## src/rtl/des_input_loader.sv

```systemverilog
// Byte-stream loader for the DES core: builds key/plaintext words and starts a block (optional DES_LOADER_TIMEOUT_EN).
// Latency: start pulses one cycle after the edge that completes both operands.
// Backpressure: in_ready drops from the completing edge until des_done is seen; the key is kept across blocks.
module des_input_loader #(
  parameter int TIMEOUT_CYCLES = 1024,
  parameter int TO_W           = 10
) (
  input  logic        clk,
  input  logic        rst_n,
  input  logic [7:0]  in_byte,
  input  logic        in_sel,
  input  logic        in_valid,
  output logic        in_ready,
  input  logic        des_done,
  output logic [63:0] key_out,
  output logic [63:0] data_out,
  output logic        key_ready,
  output logic        data_ready,
  output logic        start,
  output logic        busy,
  output logic        frame_err
);

  localparam logic [1:0] COLLECT   = 2'd0;
  localparam logic [1:0] START     = 2'd1;
  localparam logic [1:0] WAIT_DONE = 2'd2;

  localparam logic [TO_W-1:0] TO_LAST = TO_W'(TIMEOUT_CYCLES - 1);

  logic [1:0]  state, state_n;
  logic [2:0]  cnt, cnt_n;
  logic [63:0] sh, sh_n;
  logic        typ, typ_n;
  logic [63:0] key_n, data_n;
  logic        kr_n, dr_n, err_n;
  logic        acc;

  assign acc = in_valid & in_ready;

`ifdef DES_LOADER_TIMEOUT_EN
  logic [TO_W-1:0] to_cnt, to_cnt_n;

  always_ff @(posedge clk or negedge rst_n) begin
    if (!rst_n) to_cnt <= '0;
    else        to_cnt <= to_cnt_n;
  end
`else
  logic unused_to_cfg;
  assign unused_to_cfg = ^TO_LAST;
`endif

  always_comb begin
    state_n = state;
    cnt_n   = cnt;
    sh_n    = sh;
    typ_n   = typ;
    key_n   = key_out;
    data_n  = data_out;
    kr_n    = key_ready;
    dr_n    = data_ready;
    err_n   = 1'b0;
`ifdef DES_LOADER_TIMEOUT_EN
    to_cnt_n = '0;
`endif
    case (state)
      COLLECT: begin
        if (key_ready && data_ready) begin
          state_n = START;
        end else if (acc) begin
          // A type change mid-frame restarts assembly with the offending byte as byte 0.
          if (cnt != 3'd0 && in_sel != typ) begin
            err_n = 1'b1;
            sh_n  = {56'd0, in_byte};
            cnt_n = 3'd1;
            typ_n = in_sel;
          end else begin
            sh_n  = {sh[55:0], in_byte};
            cnt_n = cnt + 3'd1;
            if (cnt == 3'd0) typ_n = in_sel;
            if (cnt == 3'd7) begin
              if (in_sel) begin
                key_n = sh_n;
                kr_n  = 1'b1;
              end else begin
                data_n = sh_n;
                dr_n   = 1'b1;
              end
            end
          end
        end
`ifdef DES_LOADER_TIMEOUT_EN
        else if (cnt != 3'd0) begin
          if (to_cnt == TO_LAST) begin
            err_n = 1'b1;
            cnt_n = 3'd0;
          end else begin
            to_cnt_n = to_cnt + 1'b1;
          end
        end
`endif
      end
      START: state_n = WAIT_DONE;
      WAIT_DONE: begin
        if (des_done) begin
          dr_n    = 1'b0;
          state_n = COLLECT;
        end
      end
      default: state_n = COLLECT;
    endcase
  end

  always_ff @(posedge clk or negedge rst_n) begin
    if (!rst_n) begin
      state      <= COLLECT;
      cnt        <= 3'd0;
      sh         <= 64'd0;
      typ        <= 1'b0;
      key_out    <= 64'd0;
      data_out   <= 64'd0;
      key_ready  <= 1'b0;
      data_ready <= 1'b0;
      in_ready   <= 1'b0;
      start      <= 1'b0;
      busy       <= 1'b0;
      frame_err  <= 1'b0;
    end else begin
      state      <= state_n;
      cnt        <= cnt_n;
      sh         <= sh_n;
      typ        <= typ_n;
      key_out    <= key_n;
      data_out   <= data_n;
      key_ready  <= kr_n;
      data_ready <= dr_n;
      // Stop accepting on the completing edge so no byte slips in before START.
      in_ready   <= (state_n == COLLECT) && !(kr_n && dr_n);
      start      <= (state_n == START);
      busy       <= (state_n != COLLECT);
      frame_err  <= err_n;
    end
  end

endmodule

```

## config.mk

```make
export PLATFORM = sky130hd
export DESIGN_NAME = des_input_loader
export DESIGN_NICKNAME = d
export VERILOG_FILES = /design/src/rtl/des_input_loader.sv
export SDC_FILE = /design/constraint.sdc
export NUM_CORES = 1
export LEC_CHECK = 0
export CAP_MARGIN = 15
export CORE_MARGIN = 10
export CORE_UTILIZATION = 40
export CTS_CLUSTER_SIZE = 16
export DETAILED_ROUTE_END_ITERATION = 6
export HOLD_SLACK_MARGIN = 0.06
export PLACE_DENSITY = 0.69
export SLEW_MARGIN = 20
export SYNTH_ARGS = -nofsm -noshare
export SYNTH_HDL_FRONTEND = slang
export SYNTH_SLANG_ARGS = --single-unit
```

## constraint.sdc

```tcl
create_clock -name clk -period 3 [get_ports clk]
set_clock_uncertainty 0.15 [all_clocks]
set_input_delay 0.3 -clock clk [delete_from_list [all_inputs] [get_ports clk]]
set_output_delay 0.3 -clock clk [all_outputs]
set_load 0.01 [all_outputs]
```

# ---- Word-level counts from Yosys, hierarchy flattened
# Cells that the tools add are included.
dict set report word_totals {
  reg_bits 196
  output_inout_bits 134
  wordCells 61
}
dict set report op_classes {
  addsub 1
  eq_ne 5
  muxes 24
  n_bitwise 4
  reduce_logical 15
}
# cell count
set op_table {}
lappend op_table {{$mux 56} 1}
lappend op_table {{$mux 1} 18}
lappend op_table {{$reduce_and 6->1} 2}
lappend op_table {{$pmux 2 s3} 1}
lappend op_table {{$eq 2x1->1 const B} 2}
lappend op_table {{$logic_and 1x1->1} 4}
lappend op_table {{$logic_not 2->1} 2}
lappend op_table {{$mux 2} 2}
lappend op_table {{$reduce_and 4->1} 1}
lappend op_table {{$reduce_bool 2->1} 2}
lappend op_table {{$add 3x1->3 const B} 1}
lappend op_table {{$eq 3x3->1 const B} 1}
lappend op_table {{$logic_not 3->1} 1}
lappend op_table {{$mux 3} 1}
lappend op_table {{$not 1->1} 3}
lappend op_table {{$reduce_and 3->1} 1}
lappend op_table {{$reduce_bool 3->1} 1}
lappend op_table {{$eq 2x2->1 const B} 1}
lappend op_table {{$pmux 1 s2} 1}
lappend op_table {{$and 1x1->1} 1}
lappend op_table {{$logic_not 1->1} 1}
lappend op_table {{$ne 1x1->1} 1}

# ---- Depth between registers and ports, before layout
dict set report depth {
  ltp_word 9
  ltp_mapped 8
  ltp_nobuf 6
}

# ---- Least setup slack after synthesis
# No wires, ideal clock.
dict set report synth_timing {
  path_kind {register to register}
  start {register cnt[0]}
  end {register key_out[5]}
  setup_ns 0.125
  arrival_ns 1.822
  setup_slack_ns 0.903
  stages_incl_launch_ff 8
  n_path_buf 1
  period_less_slack_ns 2.097
  path_cell_list {dfrtp_1 inv_1 ha_1 nor2b_1 o2111ai_1 a21oi_4 buf_4 mux2_2}
}
dict set report synth_between {
  elab_chain_len 4
  elab_cells_between_ends 5
  classes_between {1 x eq/ne; 1 x bitwise; 3 x reduce/logical}
}
# item line_no
set synth_rtl {}
lappend synth_rtl {{from (decl)} 31} ;# logic [2:0] cnt, cnt_n;
lappend synth_rtl {{from (signal assigned)} 129} ;# cnt <= cnt_n;
lappend synth_rtl {{$reduce_bool 3->1} 71} ;# if (cnt != 3'd0 && in_sel != typ) begin
lappend synth_rtl {{$logic_and 1x1->1} 71}
lappend synth_rtl {{$not 1->1 (no line)} n/a}
lappend synth_rtl {{$reduce_and 6->1 (no line) *} n/a}
lappend synth_rtl {{to (signal assigned)} 132} ;# key_out <= key_n;
lappend synth_rtl {{to (decl)} 15} ;# output logic [63:0] key_out,
# Every way passes the cells marked *; elsewhere a longest branch is shown, timed or not.
# A chain may end at the register's enable or synchronous reset.

# ---- Worst setup path in the final report
dict set report layout_timing {
  start {register cnt[0]}
  end {register data_out[26]}
}
dict set report layout_between {
  elab_chain_len 4
  elab_cells_between_ends 5
  classes_between {1 x eq/ne; 1 x bitwise; 3 x reduce/logical}
}
# item line_no
set layout_rtl {}
lappend layout_rtl {{$reduce_bool 3->1} 71}
lappend layout_rtl {{$logic_and 1x1->1} 71}
lappend layout_rtl {{$not 1->1 (no line)} n/a}
lappend layout_rtl {{$reduce_and 6->1 (no line) *} n/a}
lappend layout_rtl {{to (signal assigned)} 133} ;# data_out <= data_n;
lappend layout_rtl {{to (decl)} 16} ;# output logic [63:0] data_out,
# Marks and branches as above.

==> flow_summary.yaml <==
outcome:
  outcome: "finished clean"
logic_synthesis:
  synthSimpleGateAreaFrac: 0.00984
  ys.flop_type: "dfrtp_1"
  syn-instance-count: 440
  synth_top_family_by_area: "multiplexers"
  synth_fa_ha_area_frac: 0.00500
  async_reset_ff_frac: 1.00
  synthesis.area_sq_um: 7500
  yosys-top-cells-area: "dfrtp_1, mux2_4, mux2_2"
  syn-mean-instance-area_sq_um: 17.1
  synth.yosys.seq_area_share: 0.654
  ys_types: 25
  muxShareOfSynthArea: 0.236
  synth_area_leader_cell: "dfrtp_1"
  synth_compound_area_frac: 0.0692
  synth_warnings: 0
  synth.most_common_cell: "dfrtp_1"
  synth_xor_area_frac: 0.00117
  synth_edf_count: 0
  yosysTopAreaCellShare: 0.654
  syn_nets: 456
  synth-seq-cells: 196
  synthTopCellsByCount: "dfrtp_1, mux2_2, mux2_4, a22o_1, buf_6"
worst_setup_path:
  end_kind: "flop"
  critPathMaxFanout: 64
  critPathKind: "reg -> reg"
  cp_cell_sequence: "inv_1 > ha_1 > nor2b_1 > nor2_1 > a2111o_2 > buf_12 > mux2_4"
  cp-start-kind: "flop"
  cp_top_family: "compound AO/OA/AOI/OAI gates"
  critPathMaxStageDelay_ns: 0.49
  critPathSlowestCell: "a2111o_2"
  required_ns: 3.16
  critPathArrivalTime_ns: 2.61
  crit_buf_inv: 2
routing:
  wire_per_inst_um: 20.9
  viasPerCell: 5.11
  first_pass_iters: 6
  drtIter0Drc: 330
  drtAntennaViolNets: 0
  num_vias: 4279
  drt-total-wl_um: 17500
  drc: 0
cells_and_area:
  nFillCells: 1531
  n_antenna_cell: 0
  layout-drive-gt1-share: 0.295
  area_growth_pct: 31.0
  final_nets: 606
clocking:
  cts_root_buf: "clkbuf_16"
  htree_levels: 4
  cts.sinks: 196
  cts_buffers: 17
  cts.path.max_buffers: 2
  clk_latency_ns: 0.43
  cts_tree: "done"
  clk_pin_slew_ns: 0.07
die:
  io_pins: 147
  initial_core_util: 0.404
  die_y_um: 157
  die_w_um: 157
  dieArea_sq_um: 24600
  fp.coreArea_sq_um: 18600
  num_rows: 50
global_routing:
  grt-ovfl-total: 0
  grt_pass1_vias: 4593
  grt_pass1_wl_um: 27700
  grt_max_degree: 82
  grt_use_total: 0.145
  antenna_found_initial: 0
power_and_ir_drop:
  internal_power_uw: 5860
  seqPwrFrac: 0.466
  switching_power_uw: 2560
  ir_worst_vdd_uv: 449
  pwr_density_cell_nw_per_um2: 856
  switching_share: 0.304
  power_uw: 8420
  p_clk_frac: 0.271
  combPwrFrac: 0.263
  p_leak_uw: 0.00476
timing:
  tightest_slew_ns: 0.660
  hold_viol_final: 0
  finalSetupViolCount: 0
  fin_setup_tns_ns: 0
  fin_crit_ns: 2.44
  max_freq_mhz: 409
  finalCritPeriodShare: 0.815
  slew_headroom: 0.560
  slew_violations: 0
  rsz0062_at_grt: "no"
min_path:
  hold_class: "in -> async"
place:
  gp_congestion: 0.781
  hpwlAfterDp_um: 11800
  port_buffers: 146
job:
  maxCapViolCount: 0
repair_timing:
action / CTS / global route
hold buffers: 1 / 0
gates resized for setup: 0 / 0
setup buffers: 0 / 0
endpoints found under the hold margin: 79 / 0
state kept, by name, summed over array words and instances, names as in the netlist, 2 cells and up:
| name | cells |
|---|---|
| key_out | 64 |
| state | 2 |
| data_out | 64 |
| cnt | 3 |
| sh | 56 |
logic make-up (layout without fill, tap and decap cells):
| kind of cell | count (synthesis) | count (layout) |
|---|---|---|
| xor+xnor | 1 | 1 |
| simple gates | 15 | 15 |
| mux | 137 | 137 |
| compound gates | 61 | 61 |
| buf+inv | 27 | 190 |
| fa+ha+maj | 3 | 3 |
| flops | 196 | 196 |
metal layers:
layer,track usage,part of all wire,up-vias
met4,0.0512,0.014,0
li1,-,-,1908
met1,0.184,0.43,2234
met2,0.216,0.46,122
met3,0.0620,0.094,15
met5,0,0,-
final timing paths:
check,startpoint,end,slack [ns],depth (start not counted)
min in group clk,key_out[41],key_out[41],0.34,1
hold reg to reg,key_out[41],key_out[41],0.34,1
hold / removal,rst_n,data_out[61],0.32,2
max in group asynchronous,rst_n,key_out[26],1.61,3
setup / recovery,cnt[0],data_out[26],0.56,7
setup reg to reg,cnt[0],data_out[26],0.56,7
cells in the final DEF (no fill, tap or decap), types with 2 or more instances in the layout:
| cell | n |
|---|---|
| ha_1 | 3 |
| mux2_2 | 72 |
| clkdlybuf4s50_1 | 145 |
| mux2_1 | 5 |
| inv_6 | 3 |
| clkinv_2 | 3 |
| nor2_1 | 3 |
| buf_12 | 6 |
| dfrtp_1 | 196 |
| o21ai_0 | 3 |
| nand2_1 | 4 |
| clkbuf_8 | 2 |
| buf_4 | 2 |
| clkbuf_16 | 17 |
| clkinvlp_4 | 3 |
| mux2_4 | 60 |
| nor3_1 | 3 |
| bufinv_16 | 2 |
| a22o_1 | 50 |
| inv_1 | 3 |
| clkinv_4 | 2 |
| a21oi_1 | 3 |
per-stage QoR:
step | util | area, sq um | hold slack [ns] | setup slack [ns] | cells
after CTS | 0.529 | 9830 | 0.340 | 0.557 | 837
after global placement | 0.497 | 9230 | 0.227 | 0.469 | 804
after detailed placement | 0.497 | 9230 | 0.240 | 0.430 | 804
final | 0.529 | 9830 | 0.325 | 0.555 | 837
after floorplan | - | 7500 | -0.146 | 0.903 | 440
after global routing | 0.529 | 9830 | 0.370 | 0.490 | 837
power groups by stage:
| stage | clock (uW) | combinational (uW) | sequential [uW] |
|---|---|---|---|
| final | 2280 | 2210 | 3920 |
| after global routing | 2440 | 2390 | 4020 |
| after CTS | 2340 | 2260 | 3930 |
| after detailed placement | 0 | 2250 | 3970 |
| after global placement | 0 | 2190 | 3940 |
| after floorplan | 0 | 1000 | 3910 |
layout make-up:
cell class                 instances  area (sq um)  share of cell area
clock inverter                    14           153              0.0155
sequential                       196          4900               0.499
inverter                           3          11.3             0.00115
timing repair buffer             155          1610               0.164
tap                              234           293              0.0298
clock buffer                      18           439              0.0447
multi-input combinational        217          2420               0.246
(Power assumes the default switching activity.)
==> patch: new RTL, same flow settings <==
Take the reset off `key_out` and `data_out` and load them in a clocked block of their own.
--- a/src/rtl/des_input_loader.sv
+++ b/src/rtl/des_input_loader.sv
@@ -116,8 +116,6 @@
       cnt        <= 3'd0;
       sh         <= 64'd0;
       typ        <= 1'b0;
-      key_out    <= 64'd0;
-      data_out   <= 64'd0;
       key_ready  <= 1'b0;
       data_ready <= 1'b0;
       in_ready   <= 1'b0;
@@ -129,8 +127,6 @@
       cnt        <= cnt_n;
       sh         <= sh_n;
       typ        <= typ_n;
-      key_out    <= key_n;
-      data_out   <= data_n;
       key_ready  <= kr_n;
       data_ready <= dr_n;
       // Stop accepting on the completing edge so no byte slips in before START.
@@ -141,5 +137,10 @@
     end
   end
 
+  always_ff @(posedge clk) begin
+    key_out  <= key_n;
+    data_out <= data_n;
+  end
+
 endmodule
 
Function: same outputs for any inputs over 4 cycles, from zero or initial values and one cycle with rst_n low; that may be too few to reach the edited logic, so the function may still have changed.
==> patch against the unedited design <==
- core utilization grew 2.5 points
- power shrank 14%
- cell area shrank 9.9%
- final cell count shrank 17%
- synthesized area shrank 13%
- sequential cell count is the same
- setup slack gained 0.16 ns
- synthesized cell count shrank 31%
- largest cell class unchanged
- wire length shrank 25%
- global-route usage shrank 2.3 points
- via count shrank 22%
- sequential power is essentially flat
==> patch: results (changes against the unedited design) <==
Critical path
  – Reg2Reg Depth: 6 (-1)
  – Critical path's slowest cell: a2111o_1
  – CP arrival: 2.22 ns (-0.39 ns)
  – Worst stage delay on the critical path: 0.45 ns (-0.04 ns)

Logic synthesis
  – Post-synth EDFFs: 128 (+128)
  – XOR/XNOR Fraction of Synth Area: 0.134% (+0.017 points)
  – Top cells by count, synth: edfxtp_1, dfrtp_1, a22o_2
  – Compound-gate portion of the synthesized area: 8.91% (+2.0 points)
  – Asr flop ratio synth: 34.7% (-65 points)
  – Post-synth net total: 320 (-30%)

Place
  – Pre-CTS WS: 0.325 ns (-0.105 ns)
  – DP HPWL: 8.72 mm (-26%)
  – Placer Congestion: 0.709 (-9.2%)

Pwr
  – Leak pwr: 3.33 nW (-30%)

Floorplan
  – Die Area: 21900 um^2 (-11%)

GRT
  – Largest net degree at the start of global routing: 69 (-16%)
  – Vias in the first global route: 3545 (-23%)
  – First-pass GRT wire length: 20.9 mm (-25%)

STA
  – Worst Slack Setup Final: 0.711 ns (+0.155 ns)
  – Slew headroom: 40.8% (-15 points)

Detailed routing
  – DRT Wirelength: 13.1 mm (-25%)
  – Vias: 3348 (-22%)
  – Initial DRC count: 204 (-38%)
  – Drt pass-1 iters: 4 (-2)

Status
  – Status: completed

Final layout
  – Finished Layout Cells: 692 (-17%)
  – Synth-to-layout area growth: 35.1%
  – Final #Nets: 479 (-21%)
## patch: changes by cell type after synthesis, moves of 3 or more
cell,delta
mux2_2,-71
buf_6,-4
mux2_4,-51
clkbuf_1,-10
buf_2,+4
o21ai_0,-3
a22o_1,-41
a22o_2,+41
mux2_1,-5
edfxtp_1,+128
dfrtp_1,-128
## patch: cell type report
cell class                 count  area [um^2]
sequential                   196         5550
clock buffer                  21          450
multi-input combinational     91          925
tap                          216          270
clock inverter                11          105
inverter                       5         18.8
fill                        1283         7140
timing repair buffer         152         1540
## patch: where the power goes
group	internal [W]	switching [W]	leakage (nW)	total, W
clock	0.00117	0.000933	0.265	0.00210
sequential	0.00348	0.000437	2.05	0.00392
combinational	0.000657	0.000567	1.02	0.00122
total	0.00531	0.00194	3.33	0.00725
## patch: routing by layer
layer / wire length [um] / up-vias / track usage [%]
met4: 114 / 0 / 4.61
met2: 6240 / 123 / 18.6
li1: - / 1515 / -
met3: 1190 / 7 / 5.92
met1: 5570 / 1703 / 14.7
met5: 0 / - / 0
